==> src/rtl/multi_debouncer.sv <==
// N-channel push-button debouncer with press/release/long-press pulses.
// Optional long-press logic is enabled by defining DEBOUNCE_LONGPRESS_EN.
module multi_debouncer #(
    parameter int CHANNELS     = 4,
    parameter int STABLE_TICKS = 2,
    parameter int CNT_W        = 4,
    parameter int LONG_TICKS   = 64
) (
    input  logic                clk,
    input  logic                rst,
    input  logic                tick,
    input  logic [CHANNELS-1:0] p_in,
    output logic [CHANNELS-1:0] level,
    output logic [CHANNELS-1:0] press,
    output logic [CHANNELS-1:0] release_pulse,
    output logic [CHANNELS-1:0] long_press,
    output logic [CHANNELS-1:0] busy
);

    typedef enum logic [1:0] {
        IDLE         = 2'd0,
        PRESS_WAIT   = 2'd1,
        HELD         = 2'd2,
        RELEASE_WAIT = 2'd3
    } state_t;

    // cnt + 1 == STABLE_TICKS is tested as cnt == STABLE_TICKS - 1 so the sum never overflows
    localparam logic [CNT_W-1:0] STABLE_LAST = CNT_W'(STABLE_TICKS - 1);

    if (CHANNELS < 1 || STABLE_TICKS < 1 || STABLE_TICKS > (2 ** CNT_W) - 1 || LONG_TICKS < 1) begin : g_bad_params
        $error("multi_debouncer: illegal parameter combination");
    end

    for (genvar i = 0; i < CHANNELS; i++) begin : g_ch
        logic             meta_r;
        logic             sync_r;
        state_t           state_r;
        state_t           state_s;
        logic [CNT_W-1:0] cnt_r;
        logic [CNT_W-1:0] cnt_s;
        logic             press_s;
        logic             release_s;
        logic             long_s;
        logic             level_r;
        logic             press_r;
        logic             release_r;
        logic             busy_r;
`ifdef DEBOUNCE_LONGPRESS_EN
        localparam int                HCNT_W    = $clog2(LONG_TICKS + 1);
        localparam logic [HCNT_W-1:0] HCNT_MAX  = HCNT_W'(LONG_TICKS);
        localparam logic [HCNT_W-1:0] HCNT_LAST = HCNT_W'(LONG_TICKS - 1);
        logic [HCNT_W-1:0] hcnt_r;
        logic [HCNT_W-1:0] hcnt_s;
        logic              long_r;
`endif

        // two-flop synchroniser for the asynchronous button pin
        always_ff @(posedge clk) begin
            if (rst) begin
                meta_r <= 1'b0;
                sync_r <= 1'b0;
            end else begin
                meta_r <= p_in[i];
                sync_r <= meta_r;
            end
        end

        // next-state logic; an input change always wins over a same-cycle tick
        always_comb begin
            state_s   = state_r;
            cnt_s     = cnt_r;
            press_s   = 1'b0;
            release_s = 1'b0;
            long_s    = 1'b0;
`ifdef DEBOUNCE_LONGPRESS_EN
            hcnt_s    = hcnt_r;
`endif
            case (state_r)
                IDLE: begin
                    if (sync_r) begin
                        state_s = PRESS_WAIT;
                        cnt_s   = '0;
                    end else begin
                        state_s = IDLE;
                    end
                end
                PRESS_WAIT: begin
                    if (!sync_r) begin
                        state_s = IDLE;
                    end else if (tick) begin
                        if (cnt_r == STABLE_LAST) begin
                            state_s = HELD;
                            press_s = 1'b1;
`ifdef DEBOUNCE_LONGPRESS_EN
                            hcnt_s  = '0;
`endif
                        end else begin
                            cnt_s = cnt_r + CNT_W'(1);
                        end
                    end else begin
                        state_s = PRESS_WAIT;
                    end
                end
                HELD: begin
                    if (!sync_r) begin
                        state_s = RELEASE_WAIT;
                        cnt_s   = '0;
                    end else begin
                        state_s = HELD;
`ifdef DEBOUNCE_LONGPRESS_EN
                        if (tick && (hcnt_r != HCNT_MAX)) begin
                            hcnt_s = hcnt_r + HCNT_W'(1);
                            long_s = (hcnt_r == HCNT_LAST);
                        end else begin
                            hcnt_s = hcnt_r;
                        end
`endif
                    end
                end
                RELEASE_WAIT: begin
                    if (sync_r) begin
                        state_s = HELD;
                    end else if (tick) begin
                        if (cnt_r == STABLE_LAST) begin
                            state_s   = IDLE;
                            release_s = 1'b1;
                        end else begin
                            cnt_s = cnt_r + CNT_W'(1);
                        end
                    end else begin
                        state_s = RELEASE_WAIT;
                    end
                end
                default: begin
                    state_s = IDLE;
                    cnt_s   = '0;
                end
            endcase
        end

        // state, counter and registered outputs aligned with the new state
        always_ff @(posedge clk) begin
            if (rst) begin
                state_r   <= IDLE;
                cnt_r     <= '0;
                level_r   <= 1'b0;
                press_r   <= 1'b0;
                release_r <= 1'b0;
                busy_r    <= 1'b0;
            end else begin
                state_r   <= state_s;
                cnt_r     <= cnt_s;
                level_r   <= (state_s == HELD) || (state_s == RELEASE_WAIT);
                press_r   <= press_s;
                release_r <= release_s;
                busy_r    <= (state_s == PRESS_WAIT) || (state_s == RELEASE_WAIT);
            end
        end

`ifdef DEBOUNCE_LONGPRESS_EN
        // saturating hold counter and its one-shot long-press pulse
        always_ff @(posedge clk) begin
            if (rst) begin
                hcnt_r <= '0;
                long_r <= 1'b0;
            end else begin
                hcnt_r <= hcnt_s;
                long_r <= long_s;
            end
        end
        assign long_press[i] = long_r;
`else
        assign long_press[i] = long_s;
`endif

        assign level[i]         = level_r;
        assign press[i]         = press_r;
        assign release_pulse[i] = release_r;
        assign busy[i]          = busy_r;
    end

endmodule

==> config.mk <==
export PLATFORM = sky130hd
export DESIGN_NAME = multi_debouncer
export DESIGN_NICKNAME = d
export VERILOG_FILES = /design/src/rtl/multi_debouncer.sv
export SDC_FILE = /design/constraint.sdc
export NUM_CORES = 1
export LEC_CHECK = 0
export CORE_MARGIN = 1.5
export CORE_UTILIZATION = 48
export CTS_CLUSTER_SIZE = 40
export DETAILED_ROUTE_END_ITERATION = 7
export PLACE_DENSITY = 0.74
export SLEW_MARGIN = 10
export SYNTH_ARGS = -nofsm -noshare
export SYNTH_HDL_FRONTEND = slang
export SYNTH_SLANG_ARGS = --single-unit
==> constraint.sdc <==
create_clock -name clk -period 1.4 [get_ports clk]
set_input_delay 0.28 -clock clk [delete_from_list [all_inputs] [get_ports clk]]
set_output_delay 0.28 -clock clk [all_outputs]
set_load 0.02 [all_outputs]
======== Word level (Yosys, flattened, before mapping) ========
Index checks and enable logic that the tools add are counted.
storage, ports and cells
  logic and storage cells ................. 188
  input bits .............................. 7
  register bits ........................... 48
operators by class
  reductions and logical operators ........ 24
  add/subtract/negate cells ............... 4
  bitwise operators ....................... 12
  muxes and demuxes ....................... 72
  eq/ne operators ......................... 44
operators with widths
  cell                                           number
  2-to-1 mux 4 bit                               24
  case mux 4 bit (4 select lines)                4
  2-to-1 mux 2 bit                               24
  == test 2 bit, second input constant           16
  inequality test 2 bit, second input constant   16
  case mux 2 bit (4 select lines)                4
  OR reduction 3 bit                             8
  adder 4 x 1 -> 4 bit, second input constant    4
  == test 2 x 1 -> 1 bit, second input constant  8
  == test 4 x 1 -> 1 bit, second input constant  4
  2-to-1 mux 1 bit                               16
  AND reduction 4 bit                            4
  NOT 1 bit                                      12
  logical NOT 2 bit                              4
  logical OR 1 bit                               8

======== Longest topological paths before layout ========
Gate-level depths: netlist of the first run.
  word-level depth ........................ 7
  depth in mapped cells ................... 5
  gate-level depth less buffers ........... 5

======== Least setup slack after synthesis of the first run ========
OpenSTA, ideal clock, no wires.
  path type ............................... register to register
  start point ............................. register g_ch[2].cnt_r[1]
  end point ............................... register g_ch[2].cnt_r[2]
  path buffers ............................ 0
  period minus slack after synthesis ...... 1.407 ns
  cell stages (with the launch flop) ...... 6
  data required time ...................... 1.328 ns
  slack ................................... -0.007 ns
  arrival time ............................ 1.335 ns
  cell sequence ........................... dfxtp_1 -> inv_1 -> ha_1 -> nor3b_1 -> or4_1 -> a21oi_1
between the ends
  word-level cells in the longest chain between the ends .. 5
  elaborated cells between the ends (all ways) .. 7
  those cells by class .................... 1 x add/sub; 1 x eq/ne; 5 x mux
RTL lines
  what                                                                   line     text
  start, declared                                                        39       logic [CNT_W-1:0] cnt_r;
  start signal, assigned                                                 152      cnt_r <= cnt_s;
  adder 4 x 1 -> 4 bit / == test 4 x 1 -> 1 bit (equally long branches)  -
  2-to-1 mux 4 bit (*)                                                   91, 124
  2-to-1 mux 4 bit (*)                                                   90       end else if (tick) begin
  2-to-1 mux 4 bit, on equally long branches                             121, 88
  case mux 4 bit (4 select lines) (*)                                    78       case (state_r)
Every way passes the cells marked *; elsewhere a longest branch is shown, timed or not. The select of a mux whose other input is x is not followed.
A chain may end at the register's enable or synchronous reset.

======== Worst setup path in the final report of the first run ========
  start point ............................. register g_ch[0].cnt_r[1]
  end point ............................... register g_ch[0].cnt_r[0]
between the ends
  word-level cells in the longest chain between the ends .. 5
  elaborated cells between the ends (all ways) .. 6
  those cells by class .................... 1 x eq/ne; 5 x mux
RTL lines
  what                                        line
  start, declared                             39
  start signal, assigned                      152
  == test 4 x 1 -> 1 bit (*)                  91, 124
  2-to-1 mux 4 bit (*) (2 in series)          -
  2-to-1 mux 4 bit, on equally long branches  -
  case mux 4 bit (4 select lines) (*)         -
Marked as above.

==> results of run 1 <==
-- final timing paths --
path / end / slack [ns] / depth (start not counted) / start
hold / removal: g_ch[2].sync_r$_SDFF_PP0_ / 0.44 / 1 / g_ch[2].meta_r$_SDFF_PP0_
hold reg to reg: g_ch[2].sync_r$_SDFF_PP0_ / 0.44 / 1 / g_ch[2].meta_r$_SDFF_PP0_
setup / recovery: g_ch[0].cnt_r[0]$_SDFFE_PP0P_ / -0.03 / 6 / g_ch[0].cnt_r[1]$_SDFFE_PP0P_
setup reg to reg: g_ch[0].cnt_r[0]$_SDFFE_PP0P_ / -0.03 / 6 / g_ch[0].cnt_r[1]$_SDFFE_PP0P_
-- repair_timing --
action                                  CTS  global route
endpoints found under the setup margin   32            23
setup buffers                             0             5
pin swaps                                 3            18
resized for setup                        25            39
-- stage by stage --
stage / total power [mW] / setup TNS, ns / instance area [um^2] / util
6_report: 2.30 / -0.0372 / 2650 / 0.667
3_3_place_gp: 1.48 / -5.56 / 2340 / 0.590
3_5_place_dp: 1.49 / -6.34 / 2340 / 0.590
2_1_floorplan: 1.41 / 0 / 1990 / -
4_1_cts: 2.30 / -0.0581 / 2440 / 0.615
5_1_grt: 2.39 / -0.249 / 2650 / 0.667
-- state kept, by name, indices dropped and copies added, names as in the netlist --
register	flops
g_ch.busy_r	2
g_ch.cnt_r	16
g_ch.level_r	4
g_ch.meta_r	4
g_ch.press_r	4
g_ch.release_r	4
g_ch.state_r	6
g_ch.sync_r	4
-- synth_stat cells (all sizes together), types with 2 or more instances --
cell	instances	area share
and3b	2	0.0089
nor2b	13	0.041
inv	7	0.013
nor2	2	0.0038
ha	8	0.051
nor3b	6	0.025
o31ai	8	0.030
a22o	2	0.0089
buf	21	0.080
a211oi	2	0.0076
mux2i	2	0.010
or3	3	0.0095
a21oi	19	0.048
nand4	8	0.025
nand3	4	0.010
clkbuf	6	0.011
xor2	2	0.0089
nor4b	4	0.018
and3	2	0.0063
or4	8	0.030
a31oi	2	0.0063
o21ai	13	0.033
xnor2	4	0.018
nand2	4	0.0076
o211ai	2	0.0076
dfxtp	44	0.45
-- kinds of logic after synthesis --
family / after synthesis
AND/OR/NAND/NOR: 62
multiplexers: 2
other: 1
buffers and inverters: 34
flip-flops: 44
AO/OA/AOI/OAI: 49
XOR/XNOR: 6
adder cells (fa/ha/maj): 8
-- layout make-up --
cell class	instances	area, um^2	share of cell area
inverters	7	26.3	0.00992
clock buffers	8	90.1	0.0340
well taps	50	62.6	0.0236
multi-input cells	131	1080	0.407
flip-flops and latches	44	895	0.338
repair buffers	58	498	0.188
-- metal layers --
metal | part of all wire | track usage | routed length, um | vias up
met4 | 0.022 | 0.0867 | 90 | 0
met3 | 0.045 | 0.0591 | 183 | 9
met5 | 0 | 0 | 0 | -
li1 | - | - | - | 809
met2 | 0.49 | 0.321 | 2010 | 40
met1 | 0.44 | 0.213 | 1810 | 762
-- cells in the final DEF, fill, tap and decap left out, types with 4 or more instances in the layout --
cell type,n
nor2b_1,13
clkdlybuf4s50_1,5
inv_1,4
dfxtp_1,37
a21oi_1,17
o31ai_1,8
dfxtp_2,5
nand3_1,4
ha_4,4
buf_4,31
conb_1,4
dlygate4sd2_1,16
clkbuf_8,6
nor4b_2,4
or4_1,6
nand4_1,8
buf_6,4
o21ai_0,12
-- power by group through the flow --
stage               Combinational [mW]  Clock (mW)  Sequential (mW)
CTS                              0.179       0.838             1.28
global placement                 0.174           0             1.31
floorplan                        0.101           0             1.31
global route                     0.218       0.888             1.28
detailed placement               0.178           0             1.31
finish                           0.203       0.820             1.28
==> summary.md, run 1 <==
| Metric | Value |
|---|---|
| Run status | `finished with violations` |
| Failing checks | `setup timing` |
| Slowest-stage cell, CP | `or4_4` |
| Post-synthesis async set-or-reset flop share | `0` |
| ANT cells | `0` |
| Post-DRT Antenna Nets | `0` |
| Final Skew | `0.00666 ns` |
| Logic gate share of total power | `0.088` |
| Clock power frac | `0.356` |
| Crit Path Max Fanout | `4` |
| CTS root buffer | `clkbuf_8` |
| VDD IR-drop max | `495 uV` |
| CTS tree | `yes` |
| Tightest Pin Transition | `0.571 ns` |
| Worst-Skew Late Latency | `0.30 ns` |
| Power Internal | `1.77 mW` |
| Crit path DAT | `1.66 ns` |
| Clk slew on worst S/H paths | `0.08 ns` |
| Hold Buf Count CTS | `0` |
| Core Area | `0.00397 mm^2` |
| Mapped Cells | `206` |
| Sw power | `0.537 mW` |
| Dpl cells | `286` |
| Number of synthesized register bits | `44` |
| CP peak stage delay | `0.41 ns` |
| Synth Area in Adders | `0.0508` |
| Reg power frac | `0.556` |
| GPL Wtd Cong | `0.833` |
| H-tree depth | `2` |
| Xor-xnor portion of the synthesized cell area | `0.0267` |
| Pre-CTS setup slack | `-0.327 ns` |
| Startpoint types | `flip-flop` |
| RSZ-0062 raised after global routing | `true` |
| Sequential area share after synthesis | `0.447` |
| Final cell count without fillers | `298` |
| Synth Area in Simple Gates | `0.212` |
| Dpl hpwl | `2670 um` |
| WL/cell | `13.7 um` |
| Buffers on Ports | `22` |
| Mapped Area | `0.00197 mm^2` |
| Crit. End Element | `flip-flop` |
| Post-synth cell types | `35` |
| Synth warnings | `0` |
| WHS | `0.438 ns` |
| Setup ws final | `-0.0283 ns` |
| Crit path required time | `1.63 ns` |
| WL final | `4100 um` |
| Post-synth EDFFs | `0` |
| GRT Overall Usage | `0.189` |
| Vias | `1620` |
| Die W | `67.1 um` |
| Sw frac | `0.233` |
| Initial antenna violation count | `0` |
| Worst Setup Path Type | `reg -> reg` |
| DR pass1 iterations | `4` |
| Fin. Hold Viols | `0` |
| Max frequency | `700 MHz` |
| Pwr Density | `869 mW/mm^2` |
| Vias/cell | `5.44` |
| Post-synthesis mux area share | `0.0102` |
| CTS Buf Count | `5` |
| Synthesis-to-layout area growth | `34.5%` |
| Prevailing post-synth register cell | `dfxtp_1` |
| Number of global-route vias before repair | `1502` |
| Global-route wire length before repair | `6260 um` |
| Fill cells | `309` |
| Tmin final | `1.43 ns` |
| Period Utilization, post-route | `1.02` |
| Final setup viols | `2` |
| Synth Area in Compound Gates | `0.147` |
| Pins Over Slew Limit | `0` |
| Hold WC Path Type | `reg -> reg` |
| Gr ovfl total | `0` |
| Starting density of the core | `0.496` |
| Initial DRC Count | `98` |
| Die Y | `67.1 um` |
| Max_cap viols | `0` |
| CP Cell Sequence | `inv_1 -> ha_2 -> nor3b_4 -> buf_6 -> or4_4 -> a21oi_2` |
| Largest family of logic cells by synthesized area | `simple AND/OR/NAND/NOR gates` |
| Syn Area/Cell | `9.57 um^2` |
| Die ar. | `0.00450 mm^2` |
| CP Buf/Inv Count | `2` |
| Largest net degree at the start of global routing | `21` |
| Post-route DRC | `0` |
| Row Count | `23` |
| Nets | `262` |
| Maximum clock path buffer count | `2` |
| Slew margin rel. | `0.615` |
| Top delay family on crit path | `simple AND/OR/NAND/NOR gates` |
| Ports | `27` |
| CTS Sinks | `44` |
| Fraction of final layout cells sized beyond drive strength 1 | `0.315` |
| Lkg Pwr | `1.04 nW` |
Power figures use the tool's default switching activity.
==> run 2: changes to the inputs <==
- SLEW_MARGIN: 10 -> 5
==> results of run 2 <==
Final layout, timing and power as in run 1 (identical DEF).
==> run 3: changes to the inputs <==
- HOLD_SLACK_MARGIN: not set -> 0.02
==> results of run 3 <==
Final layout, timing and power as in run 1 (identical DEF).
